**config.mk**
```make
export PLATFORM = sky130hd
export DESIGN_NAME = drive_cmd_arbiter
export DESIGN_NICKNAME = d
export VERILOG_FILES = /design/src/rtl/drive_cmd_arbiter.sv
export SDC_FILE = /design/constraint.sdc
export NUM_CORES = 1
export LEC_CHECK = 0
export BUFFER_PORTS_ARGS = -buffer_cell sky130_fd_sc_hd__buf_2
export CORE_MARGIN = 2
export CORE_UTILIZATION = 40
export CTS_BUF_LIST = sky130_fd_sc_hd__clkbuf_4 sky130_fd_sc_hd__clkbuf_8
export DETAILED_ROUTE_END_ITERATION = 10
export GPL_TIMING_DRIVEN = 0
export SLEW_MARGIN = 30
export SYNTH_ARGS = -nofsm -noshare
export SYNTH_HDL_FRONTEND = slang
export SYNTH_SLANG_ARGS = --single-unit
```
**constraint.sdc**
```tcl
create_clock -name clk -period 6.9 [get_ports clk]
set_input_delay 0.69 -clock clk [delete_from_list [all_inputs] [get_ports clk]]
set_output_delay 0.69 -clock clk [all_outputs]
set_load 0.005 [all_outputs]
```
**src/rtl/drive_cmd_arbiter.sv**
```systemverilog
// drive_cmd_arbiter
// Shares the car's motion and barrier inputs between the manual driving mode
// and the autonomous command source. Every change of owner (including power-up)
// goes through a forced-stop handoff window before the new owner gets control.
// Contradictory command pairs are cancelled, auto mode honours the obstacle
// detectors, and single-cycle barrier requests are stretched into fixed pulses.
// Command bit order everywhere is {left, right, backward, forward} = [3:0].

module drive_cmd_arbiter #(
    parameter int HANDOFF_CYCLES       = 50_000_000,
    parameter int BARRIER_PULSE_CYCLES = 1_000_000,
    parameter int CNT_W                = 27
) (
    input  logic       clk,
    input  logic       rst,
    input  logic       power_now,
    input  logic       mode_sel,
    input  logic [3:0] man_cmd,
    input  logic [3:0] auto_cmd,
    input  logic       auto_valid,
    input  logic       auto_place_req,
    input  logic       auto_destroy_req,
    input  logic       front_detector,
    input  logic       back_detector,
    output logic       turn_left_signal,
    output logic       turn_right_signal,
    output logic       move_forward_signal,
    output logic       move_backward_signal,
    output logic       place_barrier_signal,
    output logic       destroy_barrier_signal,
    output logic [1:0] owner,
    output logic       auto_ready
);

    // The state encoding is visible on the owner port, so the values are fixed.
    typedef enum logic [1:0] {
        ST_OFF     = 2'b00,
        ST_MANUAL  = 2'b01,
        ST_HANDOFF = 2'b10,
        ST_AUTO    = 2'b11
    } state_t;

    localparam logic [CNT_W-1:0] HANDOFF_RELOAD = CNT_W'(HANDOFF_CYCLES - 1);
    localparam logic [CNT_W-1:0] PULSE_RELOAD   = CNT_W'(BARRIER_PULSE_CYCLES - 1);
    localparam logic [CNT_W-1:0] CNT_ONE        = CNT_W'(1);

    // Registered state
    state_t           r_state;
    logic             r_target;
    logic [CNT_W-1:0] r_hcnt;
    logic [CNT_W-1:0] r_pcnt;
    logic             r_place;
    logic             r_destroy;
    logic [3:0]       r_motion;
    logic             r_auto_ready;

    // Next-state values
    state_t           w_state_nxt;
    logic             w_target_nxt;
    logic [CNT_W-1:0] w_hcnt_nxt;
    logic [CNT_W-1:0] w_pcnt_nxt;
    logic             w_place_nxt;
    logic             w_destroy_nxt;
    logic [3:0]       w_motion_nxt;
    logic             w_auto_ready_nxt;

    // Cleaned-up command candidates
    logic             w_pulse_active;
    logic [3:0]       w_auto_cmd_eff;
    logic [3:0]       w_man_clean;
    logic [3:0]       w_auto_clean;

    // Cancel opposing pairs: left with right, backward with forward.
    function automatic logic [3:0] sanitise(input logic [3:0] cmd);
        logic [3:0] res;
        res = cmd;
        if (cmd[3] && cmd[2]) begin
            res[3:2] = 2'b00;
        end
        if (cmd[1] && cmd[0]) begin
            res[1:0] = 2'b00;
        end
        return res;
    endfunction

    // Obstacle interlock: never drive towards a detected obstacle; turning stays allowed.
    function automatic logic [3:0] interlock(input logic [3:0] cmd,
                                             input logic       front,
                                             input logic       back);
        logic [3:0] res;
        res = cmd;
        if (front) begin
            res[0] = 1'b0;
        end
        if (back) begin
            res[1] = 1'b0;
        end
        return res;
    endfunction

    assign w_pulse_active = r_place | r_destroy;
    assign w_auto_cmd_eff = auto_valid ? auto_cmd : 4'b0000;
    assign w_man_clean    = sanitise(man_cmd);
    assign w_auto_clean   = interlock(sanitise(w_auto_cmd_eff), front_detector, back_detector);

    // Next-state logic: ownership sequencing, handoff countdown, motion selection and barrier pulses.
    always_comb begin
        w_state_nxt   = r_state;
        w_target_nxt  = r_target;
        w_hcnt_nxt    = r_hcnt;
        w_pcnt_nxt    = '0;
        w_place_nxt   = 1'b0;
        w_destroy_nxt = 1'b0;
        w_motion_nxt  = 4'b0000;

        if (!power_now) begin
            w_state_nxt  = ST_OFF;
            w_target_nxt = 1'b0;
            w_hcnt_nxt   = '0;
        end else begin
            case (r_state)
                ST_OFF: begin
                    w_state_nxt  = ST_HANDOFF;
                    w_target_nxt = mode_sel;
                    w_hcnt_nxt   = HANDOFF_RELOAD;
                end

                ST_HANDOFF: begin
                    // A late change of mind restarts the full stop window.
                    if (mode_sel != r_target) begin
                        w_target_nxt = mode_sel;
                        w_hcnt_nxt   = HANDOFF_RELOAD;
                    end else if (r_hcnt == '0) begin
                        w_state_nxt = r_target ? ST_AUTO : ST_MANUAL;
                    end else begin
                        w_hcnt_nxt = r_hcnt - CNT_ONE;
                    end
                end

                ST_MANUAL: begin
                    if (mode_sel) begin
                        w_state_nxt  = ST_HANDOFF;
                        w_target_nxt = 1'b1;
                        w_hcnt_nxt   = HANDOFF_RELOAD;
                    end else begin
                        w_motion_nxt = w_man_clean;
                    end
                end

                ST_AUTO: begin
                    if (!mode_sel) begin
                        // Leaving auto drops any barrier pulse in flight.
                        w_state_nxt  = ST_HANDOFF;
                        w_target_nxt = 1'b0;
                        w_hcnt_nxt   = HANDOFF_RELOAD;
                    end else begin
                        w_motion_nxt = w_auto_clean;
                        if (w_pulse_active) begin
                            // Requests during a pulse are dropped, not queued.
                            if (r_pcnt != '0) begin
                                w_place_nxt   = r_place;
                                w_destroy_nxt = r_destroy;
                                w_pcnt_nxt    = r_pcnt - CNT_ONE;
                            end
                        end else if (auto_place_req) begin
                            // Place wins over a simultaneous destroy request.
                            w_place_nxt = 1'b1;
                            w_pcnt_nxt  = PULSE_RELOAD;
                        end else if (auto_destroy_req) begin
                            w_destroy_nxt = 1'b1;
                            w_pcnt_nxt    = PULSE_RELOAD;
                        end
                    end
                end

                default: begin
                    w_state_nxt  = ST_OFF;
                    w_target_nxt = 1'b0;
                    w_hcnt_nxt   = '0;
                end
            endcase
        end

        w_auto_ready_nxt = (w_state_nxt == ST_AUTO) && !(w_place_nxt || w_destroy_nxt);
    end

    // State and output registers; reset forces the car to a safe, unpowered stop.
    always_ff @(posedge clk or negedge rst) begin
        if (!rst) begin
            r_state      <= ST_OFF;
            r_target     <= 1'b0;
            r_hcnt       <= '0;
            r_pcnt       <= '0;
            r_place      <= 1'b0;
            r_destroy    <= 1'b0;
            r_motion     <= 4'b0000;
            r_auto_ready <= 1'b0;
        end else begin
            r_state      <= w_state_nxt;
            r_target     <= w_target_nxt;
            r_hcnt       <= w_hcnt_nxt;
            r_pcnt       <= w_pcnt_nxt;
            r_place      <= w_place_nxt;
            r_destroy    <= w_destroy_nxt;
            r_motion     <= w_motion_nxt;
            r_auto_ready <= w_auto_ready_nxt;
        end
    end

    assign owner                  = r_state;
    assign turn_left_signal       = r_motion[3];
    assign turn_right_signal      = r_motion[2];
    assign move_backward_signal   = r_motion[1];
    assign move_forward_signal    = r_motion[0];
    assign place_barrier_signal   = r_place;
    assign destroy_barrier_signal = r_destroy;
    assign auto_ready             = r_auto_ready;

endmodule

```
Word-level counts from Yosys, hierarchy flattened
Index checks and enable logic that the tools add are counted.
{"block": "totals", "inputBits": 17, "register_bits": 64, "elab_cells": 81, "output_inout_bits": 9}
{"block": "op_classes", "reduce_logical": 12, "muxes": 49, "n_eq_ne": 9, "addsub": 2, "bitwise": 1}
{"op": "27-bit 2-to-1 mux", "n": 10}
{"op": "27-bit one-hot mux with 4 select lines", "n": 1}
{"op": "27-bit by 1-bit subtractor with 27-bit output, second input constant", "n": 2}
{"op": "20-bit 2-to-1 mux", "n": 2}
{"op": "27-bit zero test", "n": 1}
{"op": "27-bit nonzero test", "n": 1}
{"op": "2-bit 2-to-1 mux", "n": 10}
{"op": "1-bit 2-to-1 mux", "n": 19}
{"op": "4-bit 2-to-1 mux", "n": 4}
{"op": "3-bit inequality test, second input constant", "n": 3}
{"op": "2-bit one-hot mux with 4 select lines", "n": 1}
{"op": "4-bit one-hot mux with 2 select lines", "n": 1}
{"op": "2-bit equality test, second input constant", "n": 3}
{"op": "3-bit AND reduction", "n": 2}
{"op": "1-bit logical AND", "n": 5}
{"op": "4-bit inequality test, second input constant", "n": 1}
{"op": "1-bit one-hot mux with 4 select lines", "n": 1}
{"op": "2-bit by 1-bit equality test with 1-bit output, second input constant", "n": 1}
{"op": "2-bit zero test", "n": 1}
{"op": "1-bit zero test", "n": 1}
{"op": "1-bit logical OR", "n": 1}
{"op": "1-bit inequality test", "n": 1}
{"op": "1-bit OR", "n": 1}

Logic depth before layout (Yosys ltp)
{"block": "logic_depth", "ltp_word": 9, "depth_mapped": 9}

Worst setup path before layout
OpenSTA, ideal clock, no wires.
{"block": "synth_path", "path_kind": "reg2reg", "start": "register r_pcnt[14]", "end": "register r_destroy (netlist: destroy_barrier_signal)", "stages_incl_launch_ff": 8, "setup_slack_ps": 4470, "t_arrival_ps": 2309, "cell_sequence": "dfrtp_1 -> or4_4 -> or3_1 -> buf_2 -> or4_4 -> buf_6 -> a22oi_1 -> nor2_1"}
{"block": "synth_between", "elab_chain_len": 6}
{"item": "start: declaration", "line_no": "51", "text": "logic [CNT_W-1:0] r_pcnt;"}
{"item": "start signal: assignment", "line_no": "202", "text": "r_pcnt <= w_pcnt_nxt;"}
{"item": "27-bit nonzero test", "line_no": "160", "text": "if (r_pcnt != '0) begin"}
{"item": "1-bit 2-to-1 mux", "line_no": "160"}
{"item": "1-bit 2-to-1 mux", "line_no": "158", "text": "if (w_pulse_active) begin"}
{"item": "1-bit 2-to-1 mux", "line_no": "151", "text": "if (!mode_sel) begin"}
{"item": "1-bit 2-to-1 mux", "line_no": "121", "text": "case (r_state)"}
{"item": "1-bit 2-to-1 mux", "line_no": "116", "text": "if (!power_now) begin"}
{"item": "via w_destroy_nxt", "line_no": "63", "text": "logic w_destroy_nxt;"}
{"item": "end signal: assignment", "line_no": "204", "text": "r_destroy <= w_destroy_nxt;"}
{"item": "end: declaration", "line_no": "53", "text": "logic r_destroy;"}
The timed path passes the listed nets, and every way through them passes these cells.
A chain may end at the register's enable or synchronous reset.

Final worst setup path
{"block": "layout_path", "start": "register r_hcnt[0]", "end": "register r_hcnt[21]"}
{"block": "layout_between", "elab_chain_len": 5, "elab_cells_between_ends": 8, "cone_classes": "1 x add/sub; 1 x eq/ne; 4 x mux; 2 x reduce/logical"}
{"item": "start: declaration", "line_no": "50", "text": "logic [CNT_W-1:0] r_hcnt;"}
{"item": "start signal: assignment", "line_no": "201", "text": "r_hcnt <= w_hcnt_nxt;"}
{"item": "27-bit by 1-bit subtractor with 27-bit output", "line_no": "136", "text": "w_hcnt_nxt = r_hcnt - CNT_ONE;"}
{"item": "27-bit 2-to-1 mux", "line_no": "133", "text": "end else if (r_hcnt == '0) begin"}
{"item": "27-bit 2-to-1 mux", "line_no": "130", "text": "if (mode_sel != r_target) begin"}
{"item": "27-bit one-hot mux with 4 select lines", "line_no": "121"}
{"item": "27-bit 2-to-1 mux", "line_no": "116"}
Several ways; a longest one is shown, not always the timed one. The select of a mux whose other input is x is not followed.

==> qor.csv <==
stage;metric;value;unit
outcome;outcome;finished clean;
drt;per-cell routed wire length;16.1;um
clock_network;CTS tree;done;
logic_synthesis;Synth top cells by count;64 x dfrtp_1, 45 x nor2_1, 27 x inv_1, 24 x xnor2_1, 23 x o21ai_0;
grt;GRT Total Usage;19.3;%
final_layout;final instance area;0.00417;sq mm
placed_design;port buffer count;24;
drt;drt first pass iters;4;
die;core region area;0.00876;sq mm
power;Psw;224;uW
logic_synthesis;sequential share of the synthesized area;44.3;%
clock_network;CTS Hold Bufs;0;
logic_synthesis;top-count cell post-synth;dfrtp_1;
setup_path;Setup Crit Path Kind;reg2reg;
run;Max Cap Viol;0;
clock_network;H-tree levels;3;
power;Sw Ratio;24.2;%
final_layout;area grow syn2layout;15.3;%
grt;pin count of the biggest net entering global routing;37;
drt;post-route DRC violation count;0;
min_path;Hold Crit Class;in2async;
sta;relative slew slack;48.1;%
drt;final antenna-violating net count;0;
die;die width;99.1;um
power;Comb pwr share;8.1;%
power;part of the power in registers;43.1;%
logic_synthesis;top post-synthesis cells by area;dfrtp_1 44%, xnor2_1 5.8%, nor2_1 4.7%;
logic_synthesis;Post-Syn Instances;400;
power;leakage;0.00192;uW
clock_network;Clk pin slew, worst setup/hold paths;0.08;ns
logic_synthesis;unique cell type count in the Yosys netlist;54;
setup_path;CP arrival;3.07;ns
clock_network;post-CTS sizing;0;
logic_synthesis;syn avg cell area;9.04;sq um
placed_design;DPL Wire Length;6.29;mm
drt;number of DRC markers in iteration 0;129;
logic_synthesis;EDFF count, synth;0;
logic_synthesis;ys flop type;dfrtp_1;
sta;Fmax achieved;350;MHz
placed_design;Area after DPL;0.00389;sq mm
final_layout;fraction of layout cells with a size suffix above 1;12.5;%
sta;final worst path period share;41.5;%
drt;routed wire length;8.83;mm
power;Internal Power;704;uW
sta;Least-Margin Pin Slew;0.771;ns
die;die span in y;99.1;um
setup_path;CP Launch Type;flop;
clock_network;Worst-Skew Late Latency;0.35;ns
sta;max-slew violations;0;
die;Initial Utilization;41.2;%
sta;RSZ-0062 raised after global routing;false;
placed_design;GPL Wtd Cong;0.868;
clock_network;Inserted Clock Buffers;9;
logic_synthesis;area leader, netlist;dfrtp_1;
die;Top Ports;26;
sta;final hold viol count;0;
setup_path;Setup crit end kind;flop;
drt;Via density;5.77;
logic_synthesis;Net Count, Synth;420;
sta;Setup Viol. Count Final;0;
clock_network;clk sinks;64;
final_layout;ant diodes;0;
sta;final clock skew;0.0132;ns
setup_path;data required time of the critical path;7.11;ns
grt;first-pass GRT wire length;15.3;mm
final_layout;FILL cells;834;
sta;worst hold slack;0.257;ns
sta;sum of negative setup slack;0;ns
clock_network;Clock Tree Root;clkbuf_8;
clock_network;# Post-CTS Setup Buffers;0;
sta;min cycle time layout;2.86;ns
power;Cell Pwr Density;223;mW/mm^2
final_layout;Multi-input gate area;0.00183;sq mm
final_layout;nets;456;
logic_synthesis;FFs w/ async S/R, synth;100;%
grt;GR Overflow Total;0;
die;die area;0.00981;sq mm
drt;routed via count;3165;
grt;vias in the first global route;3186;
power;Peak VDD IR;0.113;mV
logic_synthesis;Mapped Area;0.00361;sq mm
logic_synthesis;synth warn;0;
die;Core Rows;34;
logic_synthesis;Synth top area share;44.3;%
grt;initial antenna violation count;0;
power;clock share of power;48.8;%
clock_network;Max clock buf depth;2;
final_layout;Seq. cell area;0.00160;sq mm
logic_synthesis;number of synthesized register bits;64;
setup_path;CP Max Fanout;10;
## registers in the layout, summed over array words and instances (netlist names)
signal                  count
destroy_barrier_signal      1
owner                       2
r_motion                    4
r_hcnt                     27
r_target                    1
r_pcnt                     27
place_barrier_signal        1
auto_ready                  1
## power by group through the flow
| stage | Combinational, uW | Clock [uW] | Sequential, uW |
|---|---|---|---|
| floorplan | 47.6 | 0 | 404 |
| CTS | 75.9 | 462 | 399 |
| global route | 86.5 | 475 | 402 |
| finish | 75.5 | 452 | 400 |
| global placement | 72.1 | 0 | 406 |
| detailed placement | 75.3 | 0 | 407 |
## through the flow
stage / setup slack (ns) / power (uW) / instances / util, %
5_1_grt: 3.83 / 964 / 549 / 47.6
3_3_place_gp: 4.09 / 478 / 532 / 44.2
2_1_floorplan: 4.47 / 451 / 400 / -
6_report: 4.04 / 928 / 549 / 47.6
3_5_place_dp: 4.06 / 482 / 533 / 44.4
4_1_cts: 4.05 / 937 / 549 / 47.6
## critical path: stages, from the launching register on
cell,delay (ns)
dfrtp_1,0.40
inv_1,0.10
ha_1,0.22
nor4b_2,0.54
nand4_1,0.19
or4_1,0.50
clkbuf_1,0.20
clkbuf_1,0.30
nand3_1,0.15
o221ai_1,0.12
## cells by family after synthesis
| kind of cell | Yosys count | share of synthesized area (%) |
|---|---|---|
| AND/OR/NAND/NOR | 163 | 24.4 |
| AO/OA/AOI/OAI | 92 | 17.3 |
| flip-flops | 64 | 44.3 |
| buffers and inverters | 46 | 5.19 |
| XOR/XNOR | 32 | 7.75 |
| adder cells (fa/ha/maj) | 3 | 1.04 |
## area by class of cell
class / instances / area share, %
flip-flops and latches: 64 / 38.4
clock buffers: 10 / 3.30
clock inverters: 6 / 3.30
repair buffers: 25 / 3.42
plain buffers: 19 / 2.07
inverters: 27 / 2.43
well taps: 108 / 3.24
multi-input cells: 290 / 43.8
## cells in the final DEF (no fill, tap or decap), drive strengths merged, types with 10 or more instances in the layout
master  count
inv        29
nand2      20
or3        10
nor2       45
nand3      17
o221ai     11
xnor2      24
buf        31
a21oi      15
dfrtp      64
nor4       15
nor3       12
o21ai      24
clkbuf     23
## path summary, 6_finish.rpt
kind / from / end / slack, ns / cells after the start
worst min-delay path: rst / r_pcnt[5]$_DFF_PN0_ / 0.26 / 1
worst min register to register: r_hcnt[24]$_DFFE_PN0P_ / r_hcnt[24]$_DFFE_PN0P_ / 0.53 / 1
min in group clk: r_hcnt[24]$_DFFE_PN0P_ / r_hcnt[24]$_DFFE_PN0P_ / 0.53 / 1
max in group asynchronous: rst / r_hcnt[21]$_DFFE_PN0P_ / 6.10 / 2
worst max-delay path: r_hcnt[0]$_DFFE_PN0P_ / r_hcnt[21]$_DFFE_PN0P_ / 4.04 / 9
worst max register to register: r_hcnt[0]$_DFFE_PN0P_ / r_hcnt[21]$_DFFE_PN0P_ / 4.04 / 9
## routing by layer
| metal | global-route usage [%] | vias to the layer above | share of wire [%] |
|---|---|---|---|
| met4 | 8.11 | 0 | 3.1 |
| met2 | 32.6 | 68 | 48 |
| met1 | 23.9 | 1548 | 45 |
| li1 | - | 1528 | - |
| met5 | 0 | - | 0 |
| met3 | 4.26 | 21 | 3.5 |
Power figures use the tool's default switching activity.
